<file path="config.mk">
export PLATFORM = sky130hd
export DESIGN_NAME = writeback_unit
export DESIGN_NICKNAME = d
export VERILOG_FILES = /design/src/rtl/wb_pkg.sv /design/src/rtl/wb_scoreboard.sv /design/src/rtl/writeback_unit.sv
export SDC_FILE = /design/constraint.sdc
export NUM_CORES = 1
export LEC_CHECK = 0
export ABC_AREA = 1
export CAP_MARGIN = 20
export CORE_ASPECT_RATIO = 0.6
export CORE_UTILIZATION = 40
export CTS_CLUSTER_DIAMETER = 50
export DETAILED_ROUTE_END_ITERATION = 6
export PLACE_DENSITY = 0.81
export SLEW_MARGIN = 40
export SYNTH_ARGS = -nofsm -noshare
export SYNTH_HDL_FRONTEND = slang
export SYNTH_SLANG_ARGS = --single-unit
</file>
<file path="constraint.sdc">
create_clock -name clk -period 6.2 [get_ports clk]
set_clock_uncertainty 0.15 [all_clocks]
set_input_delay 1.24 -clock clk [delete_from_list [all_inputs] [get_ports clk]]
set_output_delay 1.24 -clock clk [all_outputs]
set_load 0.05 [all_outputs]
</file>
<file path="src/rtl/wb_pkg.sv">
// Shared constants and types for the writeback unit.
// Imported by the top and the scoreboard.
package wb_pkg;

   localparam int DATA_W = 32;
   localparam int ADDR_W = 5;
   localparam int NREG   = 1 << ADDR_W;

   typedef enum logic [1:0] {
      SRC_NONE = 2'd0,
      SRC_ALU  = 2'd1,
      SRC_LSU  = 2'd2
   } wb_src_t;

endpackage

</file>
<file path="src/rtl/wb_scoreboard.sv">
// Pending-write bit per register.
// A set and a clear of the same bit in one cycle leaves it set.
module wb_scoreboard
   import wb_pkg::*;
(
   input  logic              clk,
   input  logic              reset,
   input  logic              set_en,
   input  logic [ADDR_W-1:0] set_addr,
   input  logic              clr_en,
   input  logic [ADDR_W-1:0] clr_addr,
   output logic [NREG-1:0]   busy
);

   logic [NREG-1:0] busy_nxt;

   // apply clear first so a same-cycle set overrides it
   always_comb begin
      busy_nxt = busy;
      if (clr_en)
         busy_nxt[clr_addr] = 1'b0;
      if (set_en)
         busy_nxt[set_addr] = 1'b1;
      busy_nxt[0] = 1'b0;
   end

   // busy vector register
   always_ff @(posedge clk) begin
      if (reset)
         busy <= '0;
      else
         busy <= busy_nxt;
   end

endmodule

</file>
<file path="src/rtl/writeback_unit.sv">
// Arbitrates ALU and LSU results onto the register file write port
// and tracks pending writes for decode hazard stalls.
module writeback_unit #(
   parameter int DATA_W       = wb_pkg::DATA_W,
   parameter int ADDR_W       = wb_pkg::ADDR_W,
   parameter int STARVE_LIMIT = 4
) (
   input  logic              clk,
   input  logic              reset,
   input  logic              issue_valid,
   input  logic [ADDR_W-1:0] issue_rd,
   input  logic              alu_valid,
   output logic              alu_ready,
   input  logic [ADDR_W-1:0] alu_rd,
   input  logic [DATA_W-1:0] alu_data,
   input  logic              lsu_valid,
   output logic              lsu_ready,
   input  logic [ADDR_W-1:0] lsu_rd,
   input  logic [DATA_W-1:0] lsu_data,
   output logic              wb_en,
   output logic [ADDR_W-1:0] wb_addr,
   output logic [DATA_W-1:0] wb_data,
   output logic [31:0]       busy
);

   import wb_pkg::*;

   localparam int CNT_W = $clog2(STARVE_LIMIT + 1);
   localparam logic [CNT_W-1:0] LIMIT = CNT_W'(STARVE_LIMIT);

   logic [CNT_W-1:0]  starve_cnt;
   wb_src_t           grant;
   logic              take;
   logic [ADDR_W-1:0] sel_rd;
   logic [DATA_W-1:0] sel_data;
   logic              write;

   // grant: LSU by default, ALU once it has starved long enough
   always_comb begin
      grant = SRC_NONE;
      if (reset)
         grant = SRC_NONE;
      else if (alu_valid && lsu_valid)
         grant = (starve_cnt == LIMIT) ? SRC_ALU : SRC_LSU;
      else if (alu_valid)
         grant = SRC_ALU;
      else if (lsu_valid)
         grant = SRC_LSU;
   end

   assign alu_ready = (grant == SRC_ALU);
   assign lsu_ready = (grant == SRC_LSU);
   assign take      = alu_ready | lsu_ready;
   assign sel_rd    = alu_ready ? alu_rd : lsu_rd;
   assign sel_data  = alu_ready ? alu_data : lsu_data;
   assign write     = take && (sel_rd != '0);

   // count cycles the ALU waits while valid
   always_ff @(posedge clk) begin
      if (reset)
         starve_cnt <= '0;
      else if (!alu_valid || alu_ready)
         starve_cnt <= '0;
      else if (starve_cnt != LIMIT)
         starve_cnt <= starve_cnt + 1'b1;
   end

   // registered write port; address/data hold when idle
   always_ff @(posedge clk) begin
      if (reset) begin
         wb_en   <= 1'b0;
         wb_addr <= '0;
         wb_data <= '0;
      end else begin
         wb_en <= write;
         if (write) begin
            wb_addr <= sel_rd;
            wb_data <= sel_data;
         end
      end
   end

   wb_scoreboard u_sb (
      .clk      (clk),
      .reset    (reset),
      .set_en   (issue_valid && (issue_rd != '0)),
      .set_addr (issue_rd),
      .clr_en   (wb_en),
      .clr_addr (wb_addr),
      .busy     (busy)
   );

endmodule

</file>
## Word-level counts from Yosys, hierarchy flattened

Cells that the tools add are included.

| word-level totals | value |
|---|---|
| register bits after elaboration | 73 |
| bits of input ports | 84 |
| output and inout bits | 72 |
| logic and storage cells | 42 |

| operators by class | value |
|---|---|
| add/sub/neg operators | 1 |
| order comparisons | 4 |
| equality and inequality tests | 4 |
| multiplexer cells | 13 |
| bitwise operators | 4 |
| reduce and logical (&&, ||, !) cells | 10 |

Operators with widths:

| kind | count |
|---|---|
| $mux W32 | 3 |
| $and A32 B32 Y32 | 1 |
| $not A32 Y32 | 1 |
| $or A32 B32 Y32 | 1 |
| $lt A5 B6 Y1 const B | 2 |
| $demux W1 S5 | 2 |
| $ge A5 B1 Y1 const B | 2 |
| $mux W2 | 5 |
| $reduce_bool A5 Y1 | 2 |
| $logic_and A1 B1 Y1 | 5 |
| $mux W5 | 1 |
| $add A3 B1 Y3 const B | 1 |
| $eq A3 B3 Y1 const B | 1 |
| $ne A3 B3 Y1 const B | 1 |
| $eq A2 B1 Y1 const B | 1 |
| $eq A2 B2 Y1 const B | 1 |
| $mux W1 | 2 |
| $reduce_or A2 Y1 | 1 |
| $logic_not A1 Y1 | 1 |
| $logic_or A1 B1 Y1 | 1 |
| $or A1 B1 Y1 | 1 |

## Logic depth before layout (Yosys ltp)

| logic depth | value |
|---|---|
| depth after elaboration | 9 |
| gate-level depth with buffers | 15 |
| depth with buffers taken out | 15 |

## Cells and area by module

Synthesis repeated with hierarchy kept, for this count alone.

| second synthesis, totals | value |
|---|---|
| cell total of the unflattened synthesis | 502 |
| area total of the unflattened synthesis | 3,628.5 µm² |

By module, submodules not included:

| module | instances | cells each | area each (µm²) |
|---|---|---|---|
| writeback_unit | 1 | 300 | 2,219.6 |
| wb_scoreboard | 1 | 202 | 1,408.9 |

## Least setup slack after synthesis

Ideal clock, no wire load.

| timing path | value |
|---|---|
| path type | in2out |
| from | input port reset |
| to | output port alu_ready |
| arrival | 2.429 ns |
| required time | 4.810 ns |
| path slack | 2.381 ns |
| stages on the path | 5 |
| path buffers | 2 |
| cells stage by stage | clkbuf_1 > inv_1 > clkbuf_1 > and3_1 > ha_1 |

| on the way | value |
|---|---|
| longest elaborated chain between the ends | 2 |

Ends and longest elaborated chain:

| item | line | source |
|---|---|---|
| start, declared | writeback_unit.sv:9 | `input logic reset,` |
| $mux W2 | writeback_unit.sv:41 | `if (reset)` |
| $eq A2 B1 Y1 | writeback_unit.sv:51 | `assign alu_ready = (grant == SRC_ALU);` |
| end, declared | writeback_unit.sv:13 | `output logic alu_ready,` |

No other way between the ends.

## Worst setup path after layout

| timing path | value |
|---|---|
| from | input port reset |
| to | register wb_addr[2] |

| on the way | value |
|---|---|
| longest elaborated chain between the ends | 5 |
| elaborated cells between the ends (all ways) | 7 |

Ends and longest elaborated chain:

| item | line | source |
|---|---|---|
| $mux W2 | writeback_unit.sv:41 |  |
| $eq A2 B1 Y1 | writeback_unit.sv:51 |  |
| $mux W5 | writeback_unit.sv:54 | `assign sel_rd = alu_ready ? alu_rd : lsu_rd;` |
| $reduce_bool A5 Y1 | writeback_unit.sv:56 | `assign write = take && (sel_rd != '0);` |
| $logic_and A1 B1 Y1 | writeback_unit.sv:56 |  |
| end signal, assigned | writeback_unit.sv:77 | `wb_addr <= sel_rd;` |
| end, declared | writeback_unit.sv:21 | `output logic [ADDR_W-1:0] wb_addr,` |

Parallel ways exist; a longest one is shown, timed or not.
A chain may end at the register's enable or synchronous reset.

==> results.json <==
{
  "fp.dieH_um": 74.1,
  "cap_violations": 0,
  "reg2reg_to": "wb_addr[2]",
  "clkLatencyLatePin_ps": 330,
  "htree_num_levels": 3,
  "grt_usage_pct": 23.5,
  "hold-path-endpoint": "wb_data[14]",
  "finalMaxSlewViolations": 0,
  "rsz0062_at_grt": "false",
  "worstPathRequired_ps": 6270,
  "synth_cells": 452,
  "tritoncts": "yes",
  "hold_depth": 2,
  "grt_pass1_wl_um": 16500,
  "holdWs_ps": 328,
  "pin_count": 156,
  "dieArea_um2": 9060,
  "path_cells": "clkdlybuf4s50_1, buf_4, inv_1, o211ai_1, ha_2, inv_1, nand2_1, nand2_1, nor2_2, nand3_4, nand2_1, nand2_1, nand2_1, nor2_1",
  "yosys.area.top_type": "dfxtp_1",
  "fin_setup_tns_ps": 0,
  "ys_types": 27,
  "die_x_um": 122,
  "rows": 25,
  "placed_cells": 691,
  "ctsResizeCount": 0,
  "core_um2": 8130,
  "cp_common_cell": "nand2_1",
  "power_leakage_uw": 0.00202,
  "area_delta_synth_final_pct": 54.4,
  "clk_path_buf_depth": 2,
  "io_buffers": 154,
  "min_from": "wb_data[14]",
  "cts_hold_buf": 0,
  "yosysTopAreaCellShare_pct": 41.6,
  "yosysWarnings": 0,
  "r2r-start": "starve_cnt[0]",
  "slowest_stage": "nand3_4",
  "ir_worst_vdd_mv": 0.164,
  "numCtsBuffers": 9,
  "status": "completed",
  "synth_seq_area_share_pct": 41.6,
  "postLayoutCellArea_um2": 5350,
  "wl_per_cell_um": 15.2,
  "num_vias": 3713,
  "synthXorXnorAreaFrac_pct": 0.253,
  "worstHoldPathType": "reg2reg",
  "worstPathMaxFanout": 71,
  "dp_hpwl_um": 8030,
  "post_route_cells_drive_above_1_share_pct": 7.01,
  "synth_seq_cells": 72,
  "ant_nets": 0,
  "wirelength_um": 10700,
  "min_period_ps": 4950,
  "nets": 682,
  "fin_util_pct": 65.8,
  "cp_data_arrival_time_ps": 5020,
  "synth_area_um2": 3470,
  "yosys-top-cells-area": "dfxtp_1, a21oi_1, mux2i_1",
  "synth_top_family_by_area": "simple AND/OR/NAND/NOR gates",
  "clock.fmax_ghz": 0.202,
  "initial_core_util_pct": 42.6,
  "gr-total-overflow": 0,
  "placed_area_um2": 5030,
  "cts_root_buffer": "clkbuf_16",
  "synth_area_per_cell_um2": 7.67,
  "gp_congestion": 0.907,
  "critical_path_class": "in2reg",
  "critical-path-max-stage-delay_ps": 610,
  "first_global_vias": 3497,
  "path_clk_slew_ps": 60,
  "muxShareOfSynthArea_pct": 9.24,
  "via_per_inst": 5.25,
  "fin_crit_sh_pct": 79.9,
  "first_pass_iters": 5,
  "dr.first_iter.drc_count": 316,
  "reg2regPathDepth": 14,
  "instances_no_fill": 707,
  "synth-simple-area-share_pct": 24.9,
  "synth_fp_nets": 540,
  "clkSinkCount": 72,
  "crit_path_start_kind": "input port",
  "tightest_slew_ps": 791,
  "power-per-cell-area_nw_per_um2": 260,
  "synthAdderAreaFrac_pct": 1.44,
  "antenna-diode-count": 0,
  "hold_violations": 0,
  "reg2reg_slack_ps": 2620,
  "relSlewSlack_pct": 47.2,
  "drc_errors": 0,
  "grt_max_degree": 72,
  "antenna_found_initial": 0,
  "crit_path_end_kind": "flip-flop",
  "synth_compound_area_share_pct": 15.2,
  "post-cts-setup-buffer-count": 0,
  "setup_viol": 0
}
worst max-delay path by stage:
stage | slack (ps) | to | from | depth (start not counted)
final | 1250 | wb_addr[2] | reset | 14
after global routing | 900 | wb_addr[1] | reset | 14
after CTS | 1260 | wb_addr[2] | reset | 14
after detailed placement | 940 | wb_addr[2] | reset | 14
after global placement | 1230 | wb_addr[2] | reset | 14
after floorplan | 2380 | alu_ready | reset | 5
per-layer routing:
layer / vias up / track usage, % / share of wire [%]
li1: 1806 / - / -
met1: 1699 / 28.4 / 42
met2: 179 / 40.9 / 47
met3: 29 / 5.83 / 8.8
met4: 0 / 9.35 / 2.4
met5: - / 0 / 0
area by class of cell:
cell class | count | area (um2)
well taps | 108 | 135
repair buffers | 158 | 1580
fillers | 698 | 2780
flip-flops and latches | 72 | 1440
clock buffers | 10 | 229
clock inverters | 6 | 92.6
multi-input cells | 332 | 1800
inverters | 21 | 78.8
power by group:
group / total [uW] / internal (uW) / switching (uW)
clock: 553 / 354 / 198
sequential: 509 / 490 / 19.2
combinational: 331 / 132 / 199
total: 1390 / 977 / 416
layout by cell type, fill, tap and decap left out, types with 2 or more instances in the layout:
cell type	Yosys	layout
clkdlybuf4s50_1	0	152
nand2_1	84	84
dfxtp_1	72	72
a21oi_1	68	68
nor2_1	40	40
nand3_1	36	36
o21ai_0	34	34
mux2i_1	32	32
inv_1	20	20
nand3_2	9	9
nor3_1	13	9
clkbuf_16	0	9
buf_4	2	5
nor3_2	0	4
ha_1	4	3
nor2_2	2	2
nand3b_1	2	2
clkinvlp_4	0	2
bufinv_16	0	2
worst max-delay path, delay by kind of cell:
kind	cells	cell delay, ps
adders and majority gates	1	600
buffers and inverters	4	1330
AOI/OAI and AO/OA	1	230
and+or+nand+nor	8	1600
cells by family (layout without fill, tap and decap cells):
family                   count (synthesis)  in the layout
multiplexers                            32             32
buffers and inverters                   48            195
flip-flops                              72             72
other                                    1              1
AO/OA/AOI/OAI                          104            104
XOR/XNOR                                 1              1
AND/OR/NAND/NOR                        190            190
adder cells (fa/ha/maj)                  4              4
flip-flops by register name, indices dropped and copies added (netlist names):
name / count
wb_data: 32
u_sb.busy: 31
wb_addr: 5
starve_cnt: 3
wb_en: 1
cells in the mapped netlist, drive strengths merged:
library cell and instances:
a21oi 68, and3 1, buf 22, clkbuf 5, conb 1, dfxtp 72
ha 4, inv 21, mux2i 32, nand2 85, nand3 46, nand3b 2
nor2 42, nor3 13, o211ai 1, o21ai 35, or2 1, xor2 1
stage by stage:
step                      setup slack [ps]  total power, uW
after global routing                   900             1440
final                                 1250             1390
after detailed placement               937              848
after global placement                1230              839
after CTS                             1260             1390
after floorplan                       2380              716
No activity file was read; power rests on OpenSTA's default activity.
